--- src/rtl/fetchflare_fifo_stream_adapter.sv ---
// Registered-read FIFO to valid/ready stream adapter with a SKID-entry output buffer.
// Optional perf counters are enabled with FETCHFLARE_STREAM_ADAPTER_PERF_EN.
module fetchflare_fifo_stream_adapter #(
  parameter int Dw   = 160,
  parameter int SKID = 2
) (
  input  logic                       clk,
  input  logic                       reset,
  input  logic                       fifo_empty,
  output logic                       fifo_rd_en,
  input  logic [Dw-1:0]              fifo_dout,
  input  logic                       flush,
  output logic                       m_valid,
  input  logic                       m_ready,
  output logic [Dw-1:0]              m_data,
  output logic [$clog2(SKID+1)-1:0]  occupancy
`ifdef FETCHFLARE_STREAM_ADAPTER_PERF_EN
  ,
  output logic [31:0]                perf_beats,
  output logic [31:0]                perf_stalls
`endif
);

  localparam int OCC_W = $clog2(SKID + 1);
  localparam int LVL_W = OCC_W + 1;
  localparam int PTR_W = $clog2(SKID);

  logic [Dw-1:0]    mem_q [SKID];
  logic [PTR_W-1:0] head_q, head_d;
  logic [PTR_W-1:0] tail_q, tail_d;
  logic [OCC_W-1:0] count_q, count_d;
  logic             inflight_q, inflight_d;
  logic             pop;
  logic             capture;
  logic [LVL_W-1:0] level;

  function automatic logic [PTR_W-1:0] ptr_inc(input logic [PTR_W-1:0] p);
    if (p == PTR_W'(SKID - 1)) return '0;
    return p + PTR_W'(1);
  endfunction

  assign pop     = m_valid & m_ready;
  assign capture = inflight_q & ~flush;

  // Entries committed after this edge: buffered plus the one in flight, minus the one leaving.
  assign level      = LVL_W'(count_q) + LVL_W'(inflight_q) - LVL_W'(pop);
  assign fifo_rd_en = reset & ~fifo_empty & ~flush & (level < LVL_W'(SKID));

  always_comb begin
    head_d     = head_q;
    tail_d     = tail_q;
    count_d    = count_q;
    inflight_d = fifo_rd_en;
    if (flush) begin
      head_d  = '0;
      tail_d  = '0;
      count_d = '0;
    end else begin
      if (pop)     head_d = ptr_inc(head_q);
      if (capture) tail_d = ptr_inc(tail_q);
      count_d = count_q + OCC_W'(capture) - OCC_W'(pop);
    end
  end

  always_ff @(posedge clk or negedge reset) begin
    if (!reset) begin
      head_q     <= '0;
      tail_q     <= '0;
      count_q    <= '0;
      inflight_q <= 1'b0;
    end else begin
      head_q     <= head_d;
      tail_q     <= tail_d;
      count_q    <= count_d;
      inflight_q <= inflight_d;
    end
  end

  // Data storage carries no reset; m_valid qualifies it.
  always_ff @(posedge clk) begin
    if (capture) mem_q[tail_q] <= fifo_dout;
  end

  assign m_valid   = (count_q != '0);
  assign m_data    = mem_q[head_q];
  assign occupancy = count_q;

`ifndef SYNTHESIS
  always_ff @(posedge clk) begin
    if (reset && capture && (count_q == OCC_W'(SKID))) begin
      $error("fetchflare_fifo_stream_adapter: capture into a full buffer");
      $finish;
    end
  end
`endif

`ifdef FETCHFLARE_STREAM_ADAPTER_PERF_EN
  logic [31:0] perf_beats_q;
  logic [31:0] perf_stalls_q;

  always_ff @(posedge clk or negedge reset) begin
    if (!reset) begin
      perf_beats_q  <= '0;
      perf_stalls_q <= '0;
    end else if (flush) begin
      perf_beats_q  <= '0;
      perf_stalls_q <= '0;
    end else begin
      if (pop && (perf_beats_q != '1))
        perf_beats_q <= perf_beats_q + 32'd1;
      if (m_valid && !m_ready && (perf_stalls_q != '1))
        perf_stalls_q <= perf_stalls_q + 32'd1;
    end
  end

  assign perf_beats  = perf_beats_q;
  assign perf_stalls = perf_stalls_q;
`endif

endmodule

--- config.mk ---
export PLATFORM = sky130hd
export DESIGN_NAME = fetchflare_fifo_stream_adapter
export DESIGN_NICKNAME = d
export VERILOG_FILES = /design/src/rtl/fetchflare_fifo_stream_adapter.sv
export SDC_FILE = /design/constraint.sdc
export NUM_CORES = 1
export LEC_CHECK = 0
export ABC_AREA = 0
export ABC_CLOCK_PERIOD_IN_PS = 9400
export CAP_MARGIN = 20
export CORE_ASPECT_RATIO = 1.4
export CORE_UTILIZATION = 48
export DETAILED_ROUTE_END_ITERATION = 7
export GPL_TIMING_DRIVEN = 0
export HOLD_SLACK_MARGIN = 0.02
export PLACE_DENSITY = 0.83
export SYNTH_ARGS = -nofsm -noshare
export SYNTH_HDL_FRONTEND = slang
export SYNTH_SLANG_ARGS = --single-unit
export TNS_END_PERCENT = 30
--- constraint.sdc ---
create_clock -name clk -period 9.4 [get_ports clk]
set_input_delay 1.88 -clock clk [delete_from_list [all_inputs] [get_ports clk]]
set_output_delay 1.88 -clock clk [all_outputs]
set_load 0.05 [all_outputs]
==> results of run 1 <==
tightest hold or removal path, cell delays in order (launching register included):
cell and delay [ns]:
dfrtp_1 0.41, xnor2_1 0.13, nor2_1 0.04
flip-flops by register name, summed over array words and instances, names as in the netlist:
| signal | flops |
|---|---|
| tail_q | 1 |
| mem_q | 320 |
| inflight_q | 1 |
| occupancy | 2 |
| head_q | 1 |
cell usage after synthesis, drive strengths merged:
master / number
mux2: 161
inv: 2
edfxtp: 320
nor4: 1
xor2: 2
xnor3: 1
buf: 18
o21a: 1
fa: 1
nand2b: 1
nor2: 5
ha: 2
or2: 1
dfrtp: 5
nand2: 2
nor2b: 3
xnor2: 1
power breakdown:
part / internal [mW] / switching (mW)
Sequential: 1.65 / 0.0187
Clock: 0.710 / 0.488
Combinational: 0.485 / 0.737
kinds of logic (layout without fill, tap and decap cells):
logic type               Yosys count  count (layout)  synth area share [%]
XOR/XNOR                           4               4                 0.411
buffers and inverters             20             415                  1.35
AND/OR/NAND/NOR                   13              13                 0.538
AO/OA/AOI/OAI                      1               1                0.0633
other                              0               1                     0
multiplexers                     161             161                  15.3
flip-flops                       325             325                  82.0
adder cells (fa/ha/maj)            3               3                 0.379
through the flow:
step	std cells	TNS [ns]	utilization (%)
final	1233	0	70.0
after global routing	1233	0	70.0
after CTS	1232	0	69.9
after detailed placement	1179	0	65.9
after global placement	1165	-1377.81	64.4
after floorplan	527	0	-
metal layers:
layer	wire, um	vias up	track usage, %
li1	-	2850	-
met1	8360	3029	20.2
met2	13500	249	36.7
met3	2140	44	6.03
met4	646	0	6.27
met5	0	-	0
cell type report:
type                       count  area (um^2)
antenna                        1         2.50
clock inverter                13          164
fill                        1543         7250
inverter                       2         7.51
tap                          310          388
clock buffer                  40          810
buffer                        18          153
timing repair buffer         342         3640
sequential                   325         9730
multi-input combinational    182         1990
how the worst min path moves through the flow:
stage | start | end | cells after the start
floorplan | tail_q$_DFFE_PN0P_ | tail_q$_DFFE_PN0P_ | 2
finish | inflight_q$_DFF_PN0_ | tail_q$_DFFE_PN0P_ | 2
global placement | tail_q$_DFFE_PN0P_ | tail_q$_DFFE_PN0P_ | 2
detailed placement | inflight_q$_DFF_PN0_ | tail_q$_DFFE_PN0P_ | 2
CTS | inflight_q$_DFF_PN0_ | tail_q$_DFFE_PN0P_ | 2
global route | inflight_q$_DFF_PN0_ | tail_q$_DFFE_PN0P_ | 2
==> run metrics, run 1 <==
GRT Overall Usage=19.5%; Setup Buffers After CTS=0; fin nets=1,069; Die X=135 um; DR vias=6,172; R2R setup slack=6.92 ns; dominant cells by area after synthesis=edfxtp_1, mux2_2, dfrtp_1, buf_6, buf_2; H-Tree Depth=1; Crit Reg-Reg Endpoint=mem_q[0][10]$_DFFE_PP_; Final Instance Area=16,900 um^2; Synth warnings=0; crit start category=input port; initial antenna violation count=1; pin count of the biggest net entering global routing=34; Tmin final=6.32 ns; I/O pin total=329; measured slew at the worst slew-check pin=0.765 ns; post-placement cell area=15,900 um^2; Mapped Cells=527; TritonCTS clock tree=done; Worst Setup EP=fifo_rd_en; Crit path max-delay family=buffers and inverters; Worst Clk Skew=0.00757 ns; Synth Net Count=695; Seq cells post-synth=325; half-perimeter wire length after placement=17.3 mm; type of the worst setup path=input port to output pin; crit path max-delay cell type=clkdlybuf4s50_1; initial DRC count=212; post-synthesis cell area=11,900 um^2; CTS Hold Buffers Added=0; slew margin rel.=48.9%; critical path, cell by cell=clkdlybuf4s50_1 > o21a_1 > nor2b_1 > fa_1 > nand2_1 > nor4_1 > clkdlybuf4s50_1; share of the synthesized area in the top cell type=80.9%; Yosys cell types=18; vias in the first global route=6,752; GP Congestion=0.722; post-route clock period utilization=67.2%; Starting Density=49.2%; clock buffer depth=3; worst r2r src=inflight_q$_DFF_PN0_; via/cell ratio=5.01; worst-case vdd ir drop=0.241 mV; PostCTS Resize Cnt=0; Leak Pwr=5.63 nW; largest area contributor in the netlist=edfxtp_1; drt first pass iters=4; status=finished clean; Setup WS pre-CTS=3.13 ns; clock sinks=325; P per Cell Area=242 nW/um^2; syn avg cell area=22.5 um^2; Worst setup EP type=output pin; layout cells sized above 1=25.4%; Min-Delay Path Class=flop to flop; sequential area share after synthesis=82.0%; DRC Markers=0; Max-Cap Viols=0; global route overflow=0; core area=24,100 um^2; Max FO, Critical Path=3; cell count of the worst reg-to-reg path=7; WP data required=7.52 ns; clk_lat worst skew=0.54 ns; global-route wire length before repair=37.3 mm; RSZ-0062 raised after global routing=no; Crit path largest cell delay=0.89 ns; worst hold margin=0.624 ns; final number of max-transition violations=0; PnR Total Power=4.09 mW; Max Fclk=158 MHz; CTS Buf Count=30; IO buf count=328; chip height=188 um; WL/cell=20.0 um; commonest non-fill, non-tap cell in the layout=clkdlybuf4s50_1; most frequent cells in the layout=clkdlybuf4s50_1, edfxtp_1, mux2_2; Post-Route WL=24.6 mm; Layout area overhead=42.3%; Buf+Inv Stages, Crit Path=2; final worst setup slack=3.08 ns; CTS Root Cell=clkbuf_16; setup violators final=0; worst endpoint data arrival time=4.44 ns; worst setup path startpoint=m_ready; DIE AREA=25,400 um^2; Hold Vio Cnt, Final=0; Levels on crit path=7; placement row count=67; Reg clk slew, reported paths=0.06 ns; Worst path most repeated cell=clkdlybuf4s50_1; post-route ant nets=0
No activity file was read; power rests on OpenSTA's default activity.
==> run 2: changes to the inputs <==
Settings changed: ABC_CLOCK_PERIOD_IN_PS 9400 to 5300, CORE_UTILIZATION 48 to 43, PLACE_DENSITY 0.83 to 0.79.
Clock period 9.4 ns to 5.3 ns, I/O delays scaled along.
==> run 2 against run 1 <==
Compared with the run above: flip-flop and latch count stayed put; largest cell class unchanged; clock-buffer cell count is 4 lower; via count is 0.34% higher; critical endpoint unchanged; sequential power grew 78%; clock power rose by 68%; largest power group unchanged; non-clock buffer count decreased by 2.
==> run metrics, run 2 (synthesized netlist as in run 1, its figures left out) <==
status=finished clean; DR vias=6,193; CTS Buf Count=30; fill count=1,976; WP data required=4.24 ns; initial DRC count=231; commonest non-fill, non-tap cell in the layout=clkdlybuf4s50_1; Die X=142 um; most frequent cells in the layout=clkdlybuf4s50_1, edfxtp_1, mux2_2; Worst setup EP type=output pin; Post-Route WL=24.9 mm; Max-Cap Viols=0; DRC Markers=0; Setup Buffers After CTS=0; global route overflow=0; vias in the first global route=6,766; drt first pass iters=4; slew margin rel.=51.5%; antenna cells=0; worst-case vdd ir drop=0.427 mV; Max Fclk=216 MHz; clock sinks=325; cell count of the worst reg-to-reg path=5; Hold Vio Cnt, Final=0; max reg flops=320; Reg clk slew, reported paths=0.06 ns; most flop-heavy register=mem_q; crit start category=input port; CTS Hold Buffers Added=0; layout cells sized above 1=25.3%; Final Instance Area=16,800 um^2; RSZ-0062 raised after global routing=no; H-Tree Depth=1; Leak Pwr=5.58 nW; core area=27,000 um^2; Levels on crit path=7; fin nets=1,067; initial antenna violation count=0; WL/cell=19.3 um; post-placement cell area=15,900 um^2; Layout area overhead=41.8%; CTS Root Cell=clkbuf_16; Hold Path Depth=2; clock buffer depth=3; measured slew at the worst slew-check pin=0.726 ns; Setup WS pre-CTS=0.651 ns; TritonCTS clock tree=done; Starting Density=44.0%; Tmin final=4.63 ns; Max FO, Critical Path=3; type of the worst setup path=input port to output pin; PostCTS Resize Cnt=0; GRT Overall Usage=17.3%; Worst Clk Skew=0.0327 ns; crit path max-delay cell type=clkdlybuf4s50_1; IO buf count=328; setup violators final=0; post-route ant nets=0; P per Cell Area=424 nW/um^2; GP Congestion=0.720; Worst path most repeated cell=clkdlybuf4s50_1; critical path, cell by cell=clkdlybuf4s50_1 > o21a_1 > nor2b_1 > fa_1 > nand2_1 > nor4_1 > clkdlybuf4s50_1; Crit path largest cell delay=0.89 ns; worst hold margin=0.614 ns; half-perimeter wire length after placement=17.6 mm; DIE AREA=28,300 um^2; pin count of the biggest net entering global routing=33; post-route clock period utilization=87.4%; global-route wire length before repair=36.6 mm; clk_lat worst skew=0.56 ns; Min-Delay Path Class=flop to flop; Crit path max-delay family=buffers and inverters; final worst setup slack=0.666 ns; I/O pin total=329; worst endpoint data arrival time=3.57 ns; final number of max-transition violations=0; fin util=62.3%; via/cell ratio=4.82; Buf+Inv Stages, Crit Path=2; chip height=199 um; post-route setup TNS=0 ns; placement row count=71
==> run 2: cell count changes in the layout (fill, tap and decap cells not counted), sizes merged <==
cell      delta
buf          -2
bufinv       -2
clkbuf       -4
clkinv       +7
clkinvlp     +1
diode        -1
inv          -1
==> run 2: routing by layer <==
metal  routed length (um)  vias to the layer above  GRT usage (%)
met2                13700                      236           33.6
met5                    0                        -              0
met4                  790                        0           6.97
met1                 8390                     3058           16.8
li1                     -                     2852              -
met3                 1940                       47           4.94
==> run 2: final timing paths <==
path                                          endpoint                 start  slack [ns]
max in group asynchronous           head_q$_DFFE_PN0P_                 reset        4.35
worst min register to register      tail_q$_DFFE_PN0P_  inflight_q$_DFF_PN0_        0.61
worst max register to register  mem_q[0][16]$_DFFE_PP_  inflight_q$_DFF_PN0_        3.02
worst min-delay path                tail_q$_DFFE_PN0P_  inflight_q$_DFF_PN0_        0.61
worst max-delay path                        fifo_rd_en               m_ready        0.67
min in group asynchronous           tail_q$_DFFE_PN0P_                 reset        0.73
==> run 2: final cells by class <==
class | instances | area (um^2) | share of cell area [%]
clock inverter | 18 | 130 | 0.773
tap | 365 | 457 | 2.71
multi-input combinational | 182 | 1990 | 11.8
inverter | 2 | 7.51 | 0.0446
sequential | 325 | 9730 | 57.8
timing repair buffer | 340 | 3570 | 21.2
buffer | 18 | 153 | 0.907
clock buffer | 36 | 795 | 4.72
==> run 2: worst reg2reg max path, cell delays in order, from the launching register on <==
cell	delay [ns]
dfrtp_1	0.41
nand2b_1	0.19
nor2_4	0.61
buf_12	0.29
buf_16	0.21
buf_12	0.23
==> run 2: stage by stage <==
stage	power (mW)	instances
6_report	7.15	1286
5_1_grt	7.38	1286
4_1_cts	7.23	1286
3_5_place_dp	5.19	1232
3_3_place_gp	5.16	1220
2_1_floorplan	4.45	527
==> run 2: power breakdown <==
part	switching, mW	internal (mW)	total [mW]
Sequential	0.0333	2.94	2.97
Clock	0.867	1.15	2.02
Combinational	1.30	0.853	2.16
Total	2.20	4.94	7.15
